### src/rtl/grey_statis_roi.sv
// grey_statis_roi
// Per-frame grey statistics over a programmable rectangular ROI. Sums the top
// STATIS_BIT_WIDTH bits of every in-ROI pixel and counts those pixels; the
// completed frame result is presented on the output ports at the rising edge
// of the interrupt pin.
//
// Optional feature macro: GREY_STATIS_MINMAX_EN (adds ov_grey_min/ov_grey_max).
//
// Ports
//   clk                 pixel clock
//   reset_n             asynchronous reset, active-low
//   i_fval / i_lval     frame / line valid
//   iv_pix_data         CHANNEL_NUM pixels per clock, channel 0 in LSBs
//   i_statis_en         statistics enable, sampled at fval rise
//   iv_roi_offset_x/_width   ROI columns, in clock beats (low 16 bits used)
//   iv_roi_offset_y/_height  ROI lines (low 16 bits used)
//   i_interrupt_pin     rising edge loads the last frame result onto ov_*
//   ov_grey_statis_sum  reported grey sum
//   ov_pix_cnt          reported in-ROI pixel count
//   o_statis_done       1-clk pulse when a frame result is captured
//   o_statis_valid      sticky, at least one frame captured since reset
//   ov_grey_min/_max    (macro only) reported per-frame min/max MSB value
//
// state        | meaning
// -------------+------------------------------------------------------------
// ST_IDLE      | between frames, or fval already high when reset released
// ST_FRAME_EN  | inside a frame with statistics enabled; capture on fval fall
// ST_FRAME_DIS | inside a frame with statistics disabled; results held
module grey_statis_roi #(
   parameter int SENSOR_DAT_WIDTH  = 10,
   parameter int CHANNEL_NUM       = 4,
   parameter int STATIS_BIT_WIDTH  = 8,
   parameter int GREY_STATIS_WIDTH = 48,
   parameter int PIX_CNT_WIDTH     = 32,
   parameter int REG_WD            = 32
) (
   input  logic                                 clk,
   input  logic                                 reset_n,
   input  logic                                 i_fval,
   input  logic                                 i_lval,
   input  logic [SENSOR_DAT_WIDTH*CHANNEL_NUM-1:0] iv_pix_data,
   input  logic                                 i_statis_en,
   input  logic [REG_WD-1:0]                    iv_roi_offset_x,
   input  logic [REG_WD-1:0]                    iv_roi_width,
   input  logic [REG_WD-1:0]                    iv_roi_offset_y,
   input  logic [REG_WD-1:0]                    iv_roi_height,
   input  logic                                 i_interrupt_pin,
   output logic [GREY_STATIS_WIDTH-1:0]         ov_grey_statis_sum,
   output logic [PIX_CNT_WIDTH-1:0]             ov_pix_cnt,
   output logic                                 o_statis_done,
   output logic                                 o_statis_valid
`ifdef GREY_STATIS_MINMAX_EN
   ,
   output logic [STATIS_BIT_WIDTH-1:0]          ov_grey_min,
   output logic [STATIS_BIT_WIDTH-1:0]          ov_grey_max
`endif
);

   localparam int TREE_W = STATIS_BIT_WIDTH + $clog2(CHANNEL_NUM);
   localparam int MSB_LSB = SENSOR_DAT_WIDTH - STATIS_BIT_WIDTH;
   localparam logic [PIX_CNT_WIDTH:0] CNT_INC = (PIX_CNT_WIDTH+1)'(CHANNEL_NUM);

   typedef enum logic [1:0] {ST_IDLE, ST_FRAME_EN, ST_FRAME_DIS} state_t;

   state_t state, state_nxt;
   logic   cap_req;

   logic fval_d, lval_d, int_d, fval_low_seen;
   logic fval_rise, fval_fall, lval_rise, lval_fall, int_rise;

   logic [15:0] sh_ox, sh_w, sh_oy, sh_h;
   logic [15:0] ox, w, oy, h;
   logic [16:0] col_cnt, line_cnt, col_idx, line_idx, x_end, y_end;
   logic        en_now, in_roi;

   logic [TREE_W-1:0] tree_sum, s1_sum;
   logic              s1_roi;
   logic              clr_d1, cap_d1;

   logic [GREY_STATIS_WIDTH-1:0] acc_sum, acc_sum_add, res_sum;
   logic [GREY_STATIS_WIDTH:0]   sum_ext;
   logic [PIX_CNT_WIDTH-1:0]     acc_cnt, acc_cnt_add, res_cnt;
   logic [PIX_CNT_WIDTH:0]       cnt_ext;

   logic unused_bits;
   assign unused_bits = ^{iv_roi_offset_x[REG_WD-1:16], iv_roi_width[REG_WD-1:16],
                          iv_roi_offset_y[REG_WD-1:16], iv_roi_height[REG_WD-1:16],
                          iv_pix_data};

   // A rise is only trusted once fval has been seen low after reset, so a
   // frame already in flight at reset release is ignored.
   assign fval_rise = i_fval & ~fval_d & fval_low_seen;
   assign fval_fall = ~i_fval & fval_d;
   assign lval_rise = i_lval & ~lval_d;
   assign lval_fall = ~i_lval & lval_d;
   assign int_rise  = i_interrupt_pin & ~int_d;

   always_ff @(posedge clk or negedge reset_n) begin
      if (!reset_n) begin
         fval_d        <= 1'b0;
         lval_d        <= 1'b0;
         int_d         <= 1'b0;
         fval_low_seen <= 1'b0;
      end else begin
         fval_d <= i_fval;
         lval_d <= i_lval;
         int_d  <= i_interrupt_pin;
         if (!i_fval) fval_low_seen <= 1'b1;
      end
   end

   always_ff @(posedge clk or negedge reset_n) begin
      if (!reset_n) state <= ST_IDLE;
      else          state <= state_nxt;
   end

   always_comb begin
      state_nxt = state;
      cap_req   = 1'b0;
      case (state)
         ST_IDLE: begin
            if (fval_rise) state_nxt = i_statis_en ? ST_FRAME_EN : ST_FRAME_DIS;
         end
         ST_FRAME_EN: begin
            if (fval_fall) begin
               state_nxt = ST_IDLE;
               cap_req   = 1'b1;
            end
         end
         ST_FRAME_DIS: begin
            if (fval_fall) state_nxt = ST_IDLE;
         end
         default: state_nxt = ST_IDLE;
      endcase
   end

   always_ff @(posedge clk or negedge reset_n) begin
      if (!reset_n) begin
         sh_ox <= '0;
         sh_w  <= '0;
         sh_oy <= '0;
         sh_h  <= '0;
      end else if (fval_rise) begin
         sh_ox <= iv_roi_offset_x[15:0];
         sh_w  <= iv_roi_width[15:0];
         sh_oy <= iv_roi_offset_y[15:0];
         sh_h  <= iv_roi_height[15:0];
      end
   end

   // On the rise clock itself the shadows are still loading, so the live
   // inputs stand in for them.
   always_comb begin
      ox       = fval_rise ? iv_roi_offset_x[15:0] : sh_ox;
      w        = fval_rise ? iv_roi_width[15:0]    : sh_w;
      oy       = fval_rise ? iv_roi_offset_y[15:0] : sh_oy;
      h        = fval_rise ? iv_roi_height[15:0]   : sh_h;
      en_now   = fval_rise ? i_statis_en : (state == ST_FRAME_EN);
      col_idx  = lval_rise ? '0 : col_cnt;
      line_idx = fval_rise ? '0 : line_cnt;
      x_end    = {1'b0, ox} + {1'b0, w};
      y_end    = {1'b0, oy} + {1'b0, h};
      in_roi   = i_fval & i_lval & en_now
               & (col_idx >= {1'b0, ox}) & (col_idx < x_end)
               & (line_idx >= {1'b0, oy}) & (line_idx < y_end);
   end

   always_ff @(posedge clk or negedge reset_n) begin
      if (!reset_n) begin
         col_cnt  <= '0;
         line_cnt <= '0;
      end else begin
         if (i_lval && col_idx != '1) col_cnt <= col_idx + 17'd1;
         if (fval_rise)                         line_cnt <= '0;
         else if (lval_fall && line_cnt != '1)  line_cnt <= line_cnt + 17'd1;
      end
   end

   always_comb begin
      tree_sum = '0;
      for (int i = 0; i < CHANNEL_NUM; i++)
         tree_sum = tree_sum
                  + TREE_W'(iv_pix_data[i*SENSOR_DAT_WIDTH + MSB_LSB +: STATIS_BIT_WIDTH]);
   end

   always_ff @(posedge clk or negedge reset_n) begin
      if (!reset_n) begin
         s1_sum <= '0;
         s1_roi <= 1'b0;
         clr_d1 <= 1'b0;
         cap_d1 <= 1'b0;
      end else begin
         s1_sum <= in_roi ? tree_sum : '0;
         s1_roi <= in_roi;
         clr_d1 <= fval_rise;
         cap_d1 <= cap_req;
      end
   end

   always_comb begin
      sum_ext     = {1'b0, acc_sum} + (GREY_STATIS_WIDTH+1)'(s1_sum);
      acc_sum_add = sum_ext[GREY_STATIS_WIDTH] ? '1 : sum_ext[GREY_STATIS_WIDTH-1:0];
      cnt_ext     = {1'b0, acc_cnt} + CNT_INC;
      acc_cnt_add = cnt_ext[PIX_CNT_WIDTH] ? '1 : cnt_ext[PIX_CNT_WIDTH-1:0];
   end

   // Clear loads the stage-1 beat instead of zero so a pixel arriving on the
   // clear clock is never dropped.
   always_ff @(posedge clk or negedge reset_n) begin
      if (!reset_n) begin
         acc_sum <= '0;
         acc_cnt <= '0;
      end else if (clr_d1) begin
         acc_sum <= GREY_STATIS_WIDTH'(s1_sum);
         acc_cnt <= s1_roi ? CNT_INC[PIX_CNT_WIDTH-1:0] : '0;
      end else if (s1_roi) begin
         acc_sum <= acc_sum_add;
         acc_cnt <= acc_cnt_add;
      end
   end

   always_ff @(posedge clk or negedge reset_n) begin
      if (!reset_n) begin
         res_sum            <= '0;
         res_cnt            <= '0;
         o_statis_done      <= 1'b0;
         o_statis_valid     <= 1'b0;
         ov_grey_statis_sum <= '0;
         ov_pix_cnt         <= '0;
      end else begin
         o_statis_done <= cap_d1;
         if (cap_d1) begin
            res_sum        <= acc_sum;
            res_cnt        <= acc_cnt;
            o_statis_valid <= 1'b1;
         end
         if (int_rise) begin
            ov_grey_statis_sum <= cap_d1 ? acc_sum : res_sum;
            ov_pix_cnt         <= cap_d1 ? acc_cnt : res_cnt;
         end
      end
   end

`ifdef GREY_STATIS_MINMAX_EN
   logic [STATIS_BIT_WIDTH-1:0] pix_msb, tree_min, tree_max;
   logic [STATIS_BIT_WIDTH-1:0] s1_min, s1_max, run_min, run_max, res_min, res_max;

   always_comb begin
      pix_msb  = '0;
      tree_min = '1;
      tree_max = '0;
      for (int i = 0; i < CHANNEL_NUM; i++) begin
         pix_msb = iv_pix_data[i*SENSOR_DAT_WIDTH + MSB_LSB +: STATIS_BIT_WIDTH];
         if (pix_msb < tree_min) tree_min = pix_msb;
         if (pix_msb > tree_max) tree_max = pix_msb;
      end
   end

   // Out-of-ROI beats carry neutral values so stage 2 needs no extra gating.
   always_ff @(posedge clk or negedge reset_n) begin
      if (!reset_n) begin
         s1_min      <= '0;
         s1_max      <= '0;
         run_min     <= '0;
         run_max     <= '0;
         res_min     <= '0;
         res_max     <= '0;
         ov_grey_min <= '0;
         ov_grey_max <= '0;
      end else begin
         s1_min <= in_roi ? tree_min : '1;
         s1_max <= in_roi ? tree_max : '0;
         if (clr_d1) begin
            run_min <= s1_min;
            run_max <= s1_max;
         end else begin
            if (s1_min < run_min) run_min <= s1_min;
            if (s1_max > run_max) run_max <= s1_max;
         end
         if (cap_d1) begin
            res_min <= run_min;
            res_max <= run_max;
         end
         if (int_rise) begin
            ov_grey_min <= cap_d1 ? run_min : res_min;
            ov_grey_max <= cap_d1 ? run_max : res_max;
         end
      end
   end
`endif

endmodule
### config.mk
export PLATFORM = sky130hd
export DESIGN_NAME = grey_statis_roi
export DESIGN_NICKNAME = d
export VERILOG_FILES = /design/src/rtl/grey_statis_roi.sv
export SDC_FILE = /design/constraint.sdc
export NUM_CORES = 1
export LEC_CHECK = 0
export ABC_AREA = 1
export ABC_CLOCK_PERIOD_IN_PS = 3920
export CAP_MARGIN = 40
export CORE_AREA = 2 2 206 208
export CTS_CLUSTER_SIZE = 16
export DETAILED_ROUTE_END_ITERATION = 7
export DIE_AREA = 0 0 208 210
export PLACE_DENSITY = 0.75
export SYNTH_ARGS = -nofsm -noshare
export SYNTH_HDL_FRONTEND = slang
export SYNTH_SLANG_ARGS = --single-unit
export TNS_END_PERCENT = 50
### constraint.sdc
create_clock -name clk -period 3.92 [get_ports clk]
set_input_delay 0.392 -clock clk [delete_from_list [all_inputs] [get_ports clk]]
set_output_delay 0.392 -clock clk [all_outputs]
set_load 0.02 [all_outputs]
# Word-level counts from Yosys, hierarchy flattened
# Cells that the tools add are included.
# totals
reg_bits	359
in_bits	174
output_inout_bits	82
elab_cells	91
# op_classes
addsub	9
n_lt_le_gt_ge	4
eq_ne	6
n_mux	25
bitwise	17
reduce_logical	7
# ops
op	count
48-bit two-way mux	4
32-bit two-way mux	4
17-bit two-way mux	4
16-bit two-way mux	4
48-bit by 10-bit adder with 49-bit output	1
16-bit by 16-bit adder with 17-bit output	2
17-bit by 1-bit adder with 17-bit output, second input constant	2
17-bit by 16-bit >= comparator with 1-bit output	2
17-bit < comparator	2
17-bit inequality test, second input constant	2
32-bit by 3-bit adder with 33-bit output, second input constant	1
1-bit bitwise AND	12
10-bit by 8-bit adder with 10-bit output	1
9-bit by 8-bit adder with 10-bit output	1
10-bit two-way mux	1
8-bit by 8-bit adder with 9-bit output	1
2-bit two-way mux	3
1-bit inverter	5
2-bit one-hot mux with 2 select lines	1
2-bit nonzero test	2
1-bit two-way mux	3
3-bit two-way mux	1
2-bit by 1-bit == test with 1-bit output, second input constant	1
2-bit == test, second input constant	1
6 further kinds	7

# Depth between registers and ports, before layout
# depth
word_depth	10
ltp_mapped	28
mapped_depth_nobuf	25

# Worst setup path before layout
# Ideal clock, no wire load.
# synth_timing
path_type	input to register
start	input port i_fval
end	register s1_sum[5]
setup_ns	0.069
t_arrival_ns	4.146
required_ns	3.851
slack_ns	-0.294
stages	27
path_buffers	4
cell_sequence	buf_4 nand2_2 nor2_4 clkbuf_1 clkbuf_1 nand2_1 nand2_1 ha_1 inv_1 fa_1 o21ai_0 nand3_1 nand3_1 nand2_1 o21ai_1 xor2_1 ha_1 nand2_1 inv_1 o21ai_0 nand3_1 a211oi_1 nand2_1 nor2_1 nand3_1 buf_6 nor2_2
# synth_via
elab_chain_cells	9
elab_cells_between_ends	21
cone_classes	add/sub: 2; order compare: 4; mux: 7; bitwise: 8
# synth_lines
element	line_no	rtl
start: declaration	39	input logic i_fval,
1-bit bitwise AND * (2 in a row)	92	assign fval_rise = i_fval & ~fval_d & fval_low_seen;
16-bit two-way mux *	-	
named net ox[0]	72	logic [15:0] ox, w, oy, h;
16-bit by 16-bit adder with 17-bit output / 17-bit by 16-bit >= comparator with 1-bit output (equally long branches)	161, 164	
17-bit < comparator / 1-bit bitwise AND (equally long branches)	164	& (col_idx >= {1'b0, ox}) & (col_idx < x_end)
1-bit bitwise AND *	164	
1-bit bitwise AND * (2 in a row)	165	& (line_idx >= {1'b0, oy}) & (line_idx < y_end);
10-bit two-way mux *	193	s1_sum <= in_roi ? tree_sum : '0;
end signal: assignment	193	
end: declaration	76	logic [TREE_W-1:0] tree_sum, s1_sum;
# Mark *: on every way through the listed nets, which the timed path passes. The rest lies on a longest branch.
# A chain may end at the register's enable or synchronous reset.

# Final worst setup path
# layout_timing
start	register fval_d
end	register s1_sum[4]
# layout_via
elab_cells_between_ends	21
cone_classes	add/sub: 2; order compare: 4; mux: 7; bitwise: 8
# layout_rtl
element	line_no	rtl
start: declaration	68	logic fval_d, lval_d, int_d, fval_low_seen;
start signal: assignment	105	fval_d <= i_fval;
1-bit inverter *	92	
1-bit bitwise AND * (2 in a row)	92	
16-bit two-way mux *	-	
named net oy[3]	72	
16-bit by 16-bit adder with 17-bit output / 17-bit by 16-bit >= comparator with 1-bit output (equally long branches)	162, 165	
17-bit < comparator / 1-bit bitwise AND (equally long branches)	165	
1-bit bitwise AND *	165	
10-bit two-way mux *	193	
# Marks and branches as above.

==> impl_summary.md <==
Outcome
The run finished, with violations left. The final reports fail on setup timing.

Critical path
At the worst endpoint, the arrival time is 4.36 ns. The kind of cell adding the most delay to the critical path is buffers and inverters. The highest net fanout along the worst path is 6. Counting both buffers and inverters, the worst setup path holds a total of 9. The required time of the critical path is 4.36 ns.

The reg-to-reg endpoint is s1_sum[4]. The largest individual stage delay along the critical path comes from the cell dfrtp_1. The most critical setup path has its endpoint at s1_sum[4]. The endpoint type of the worst setup path is a register. The beginning of the worst register-to-register path is fval_d. In this design, the stage delay of the slowest critical-path cell is 0.40 ns. The critical path launch point is fval_d. The length in cells of the worst reg-to-reg path is 25.

The most repeated library cell on the critical path is buf_4. The startpoint class of the critical path is a register. The critical path is of the reg2reg type. The register-to-register setup slack is -0.0007 ns. The total stage count of the critical path is 25.

Yosys
The share of synthesized flip-flops with an asynchronous set or reset is 1.00. The cell accounting for the most synthesized area is dfrtp_1. Counting instances in the post-synthesis netlist gives the leading cell types as nand2_1 (631), dfrtp_1 (358), inv_1 (246). The number of warning messages in the yosys log is 0. For this run, the register share of the synthesized area comes to 0.438. Of the post-synthesis cell area, the dominant cell type holds 0.438. A synthesized cell averages 8.38 sq um. Among all cell types in the netlist, the one instantiated most often is nand2_1. Synthesis produced a netlist whose cell count is 2,440. After synthesis, the cell types taking the most area are dfrtp_1 (44%), nand2_1 (12%), ha_1 (7.2%), o21ai_0 (5.3%), inv_1 (4.5%). When the netlist entered floorplanning its net count stood at 2,751. The flop and latch count out of synthesis is 358. For this run, the leading register cell type out of synthesis is dfrtp_1. The post-synthesis cell type count is 52. The count of flip-flops with a built-in enable after synthesis is 0. The synthesized netlist occupies a cell area of 20,400 sq um.

Floorplanning
The floorplan step set the die width to 208 um. The chip height is 210 um. The floorplan has 75 rows. The die covers 43,700 sq um. The initial utilization of the core area, before any placement, comes to 0.493. The floorplan step defined a core boundary enclosing 41,500 sq um. Pin placement for this block handled 256 I/O pins.

Placement
The count of buffers inserted at the top-level ports is 183. Once detailed placement completed, the half-perimeter wirelength came to 40,300 um. The total instance count after detailed placement is 3,251. The post-placement worst setup slack is -0.828 ns. The global placer's final weighted congestion is 0.939.

Power
Summing internal, switching and leakage power gives 11.3 mW. The leakage power of the design is 12.7 nW. The total power per unit cell area is 426 nW/um^2.

The worst voltage drop across the vdd grid is 0.318 mV.

GRT
The total routing resource utilization after global routing is 0.252. The via count of the first global-routing pass is 17,900. The largest net degree at the start of global routing is 124. The residual overflow from global routing is 0. The first global-routing pass estimated 90,200 um of wire.

The global-route met2 utilization is 0.426. For this run, global-route usage on met1 was measured as 0.339. The initial antenna violation count is 0. The layer carrying the most global-route usage is met2. The met3 usage is 0.0402.

Timing
The worst relative slew slack is 0.502. The setup total negative slack is -0.000669 ns. The measured slew at the worst slew-check pin is 0.745 ns. Setup repair after global routing could not meet its margin everywhere. The number of max-slew violations in the final report is 0. The total count of hold-check failures in the final report is 0. Clock skew on the completed layout was measured at 0.0202 ns. The final-report setup violation count is 1. The least setup slack across all paths after layout is -0.000669 ns. Based on the critical path, the design can be clocked at up to 0.255 GHz. Dividing the final minimum period by the clock period gives 1.00.

After layout, the minimum clock period comes to 3.92 ns.

CTS
TritonCTS built the clock tree. The total number of clock tree sinks is 358. The clock passes through at most 3 buffers.

At the later pin of the worst-skew pair, clock insertion delay measures 0.57 ns. The clock tree synthesis step divided the H-tree into 2 levels. The number of clock buffers added by TritonCTS is 40. The post-CTS clock slew at the launch and capture registers of the worst setup and hold paths is 0.06 ns.

The clock root buffer is clkbuf_16.

Finish
0 antenna diodes ended up in the layout. Registers take 8960 sq um. The layout net count is 3,112.

Of the cells placed in the final design, the portion with a size suffix greater than 1 is 0.205. Once layout is complete, the utilization of the core stands at 0.638. The filler cells instantiated in the layout total 3,457.

The area growth from synthesis to layout is 29.4%. In the final layout, the multi-input gates occupy 10,900 sq um. The count of cells in the finished layout, fillers not included, comes to 3,369.

Drt
Before antenna repair, the detailed router went through 5 iterations. The total via count after detailed routing is 18,000. The number of DRC violations after detailed-routing iteration 0 is 1,077. Once detail routing completed, the nets flagged for antenna violations numbered 0.

After detailed routing, the number of vias per cell comes to 5.35. For this run, design rule violations remaining after detail routing come to 0. The total wirelength of the detailed-routed design is 56,100 um. The routed wirelength normalized by instance count is 16.6 um.

Min path
The worst min-delay path class is in2reg.

Job
Across the run, the number of max-cap violations was 0.
==> registers in the layout (all words and copies together) (netlist names) <==
name                cells
state                   2
s1_sum                 10
ov_pix_cnt             32
clr_d1                  1
o_statis_valid          1
res_cnt                32
sh_w                   16
col_cnt                17
cap_d1                  1
int_d                   1
acc_sum                48
fval_d                  1
sh_oy                  16
lval_d                  1
fval_low_seen           1
sh_ox                  16
line_cnt               17
res_sum                48
s1_roi                  1
sh_h                   16
ov_grey_statis_sum     48
o_statis_done           1
acc_cnt                31
==> cell type report <==
class / count / area share
Timing Repair Buffer: 388 / 0.138
Tap cell: 539 / 0.0255
Inverter: 260 / 0.0370
Clock inverter: 17 / 0.00582
Sequential cell: 358 / 0.339
Multi-Input combinational cell: 1753 / 0.411
Clock buffer: 54 / 0.0429
==> worst min path at each step <==
| stage | from | to | slack, ns | cells after the start |
|---|---|---|---|---|
| after global routing | i_interrupt_pin | int_d | 0.29 | 1 |
| after global placement | reset_n | ov_pix_cnt[20] | 0.45 | 1 |
| after detailed placement | reset_n | ov_pix_cnt[22] | 0.45 | 1 |
| after CTS | i_interrupt_pin | int_d | 0.28 | 1 |
| after floorplan | reset_n | acc_cnt[0] | 0.1 | 0 |
| final | i_interrupt_pin | int_d | 0.30 | 1 |
==> routing by layer <==
layer / up-vias / routed length, um
met5: - / 0
li1: 8742 / -
met3: 80 / 2950
met2: 496 / 27200
met1: 8720 / 24900
met4: 0 / 1100
==> worst register-to-register path: stages (launching register included) <==
cell and delay (ns):
dfrtp_1 0.40, inv_2 0.10, nand3_4 0.15, buf_12 0.19, buf_4 0.14, o21ai_2 0.15, inv_2 0.07, ha_4 0.29
buf_4 0.11, nand2_1 0.05, inv_1 0.09, a21oi_4 0.07, o21ai_1 0.20, a21boi_1 0.12, buf_4 0.15, buf_4 0.13
xor2_2 0.14, ha_2 0.31, nand2_1 0.05, nor3_1 0.19, nand2_1 0.12, a21oi_2 0.20, nor2_2 0.06, nand3_2 0.11
clkbuf_16 0.16, nor2_2 0.03
==> kinds of logic (layout without fill, tap and decap cells) <==
kind of cell | count (synthesis) | in the layout | share of synthesized area
flops | 358 | 358 | 0.438
compound gates | 384 | 384 | 0.102
mux | 65 | 65 | 0.0358
simple gates | 1094 | 1095 | 0.240
buf+inv | 330 | 719 | 0.0627
fa+ha+maj | 137 | 137 | 0.0908
xor+xnor | 72 | 72 | 0.0309
==> timing repair <==
| item | in CTS | in global routing |
|---|---|---|
| endpoints found under the hold margin | 76 | 0 |
| pin swaps | 13 | 49 |
| resized for setup | 40 | 135 |
| setup endpoints to repair | 11 | 11 |
| gates cloned | 2 | 4 |
| hold buffers | 1 | 0 |
| setup buffers | 15 | 25 |
==> stage by stage <==
step,hold WS (ns),instance area (sq um)
after global routing,0.293,26400
final,0.299,26400
after CTS,0.278,25600
after global placement,0.447,24000
after detailed placement,0.448,24000
after floorplan,0.0964,20400
==> power breakdown <==
part	switching, mW	leakage [nW]	internal, mW	total, mW
combinational	1.89	7.25	1.63	3.52
clock	1.57	0.628	2.11	3.67
sequential	0.135	4.80	3.95	4.08
total	3.59	12.7	7.68	11.3
==> layout by cell type, fill, tap and decap left out, types with 10 or more instances in the layout <==
master	count
xnor2_1	27
ha_4	23
nor3_1	39
a21oi_2	19
nor2_1	147
clkbuf_16	44
inv_1	232
clkdlybuf4s50_1	181
or2_2	25
a31oi_1	21
fa_1	17
o21ai_0	187
o22ai_1	10
nor4_1	17
nand2_2	38
nand3_1	85
xor2_1	44
mux2_2	65
nand2_1	612
nand3_2	11
dfrtp_1	357
ha_1	94
clkinv_2	12
nor3_2	10
a21oi_1	56
o21ai_1	30
inv_2	25
nor2_2	28
buf_12	13
nand4_1	41
buf_4	180
o21ai_2	21
Power figures use the tool's default switching activity.
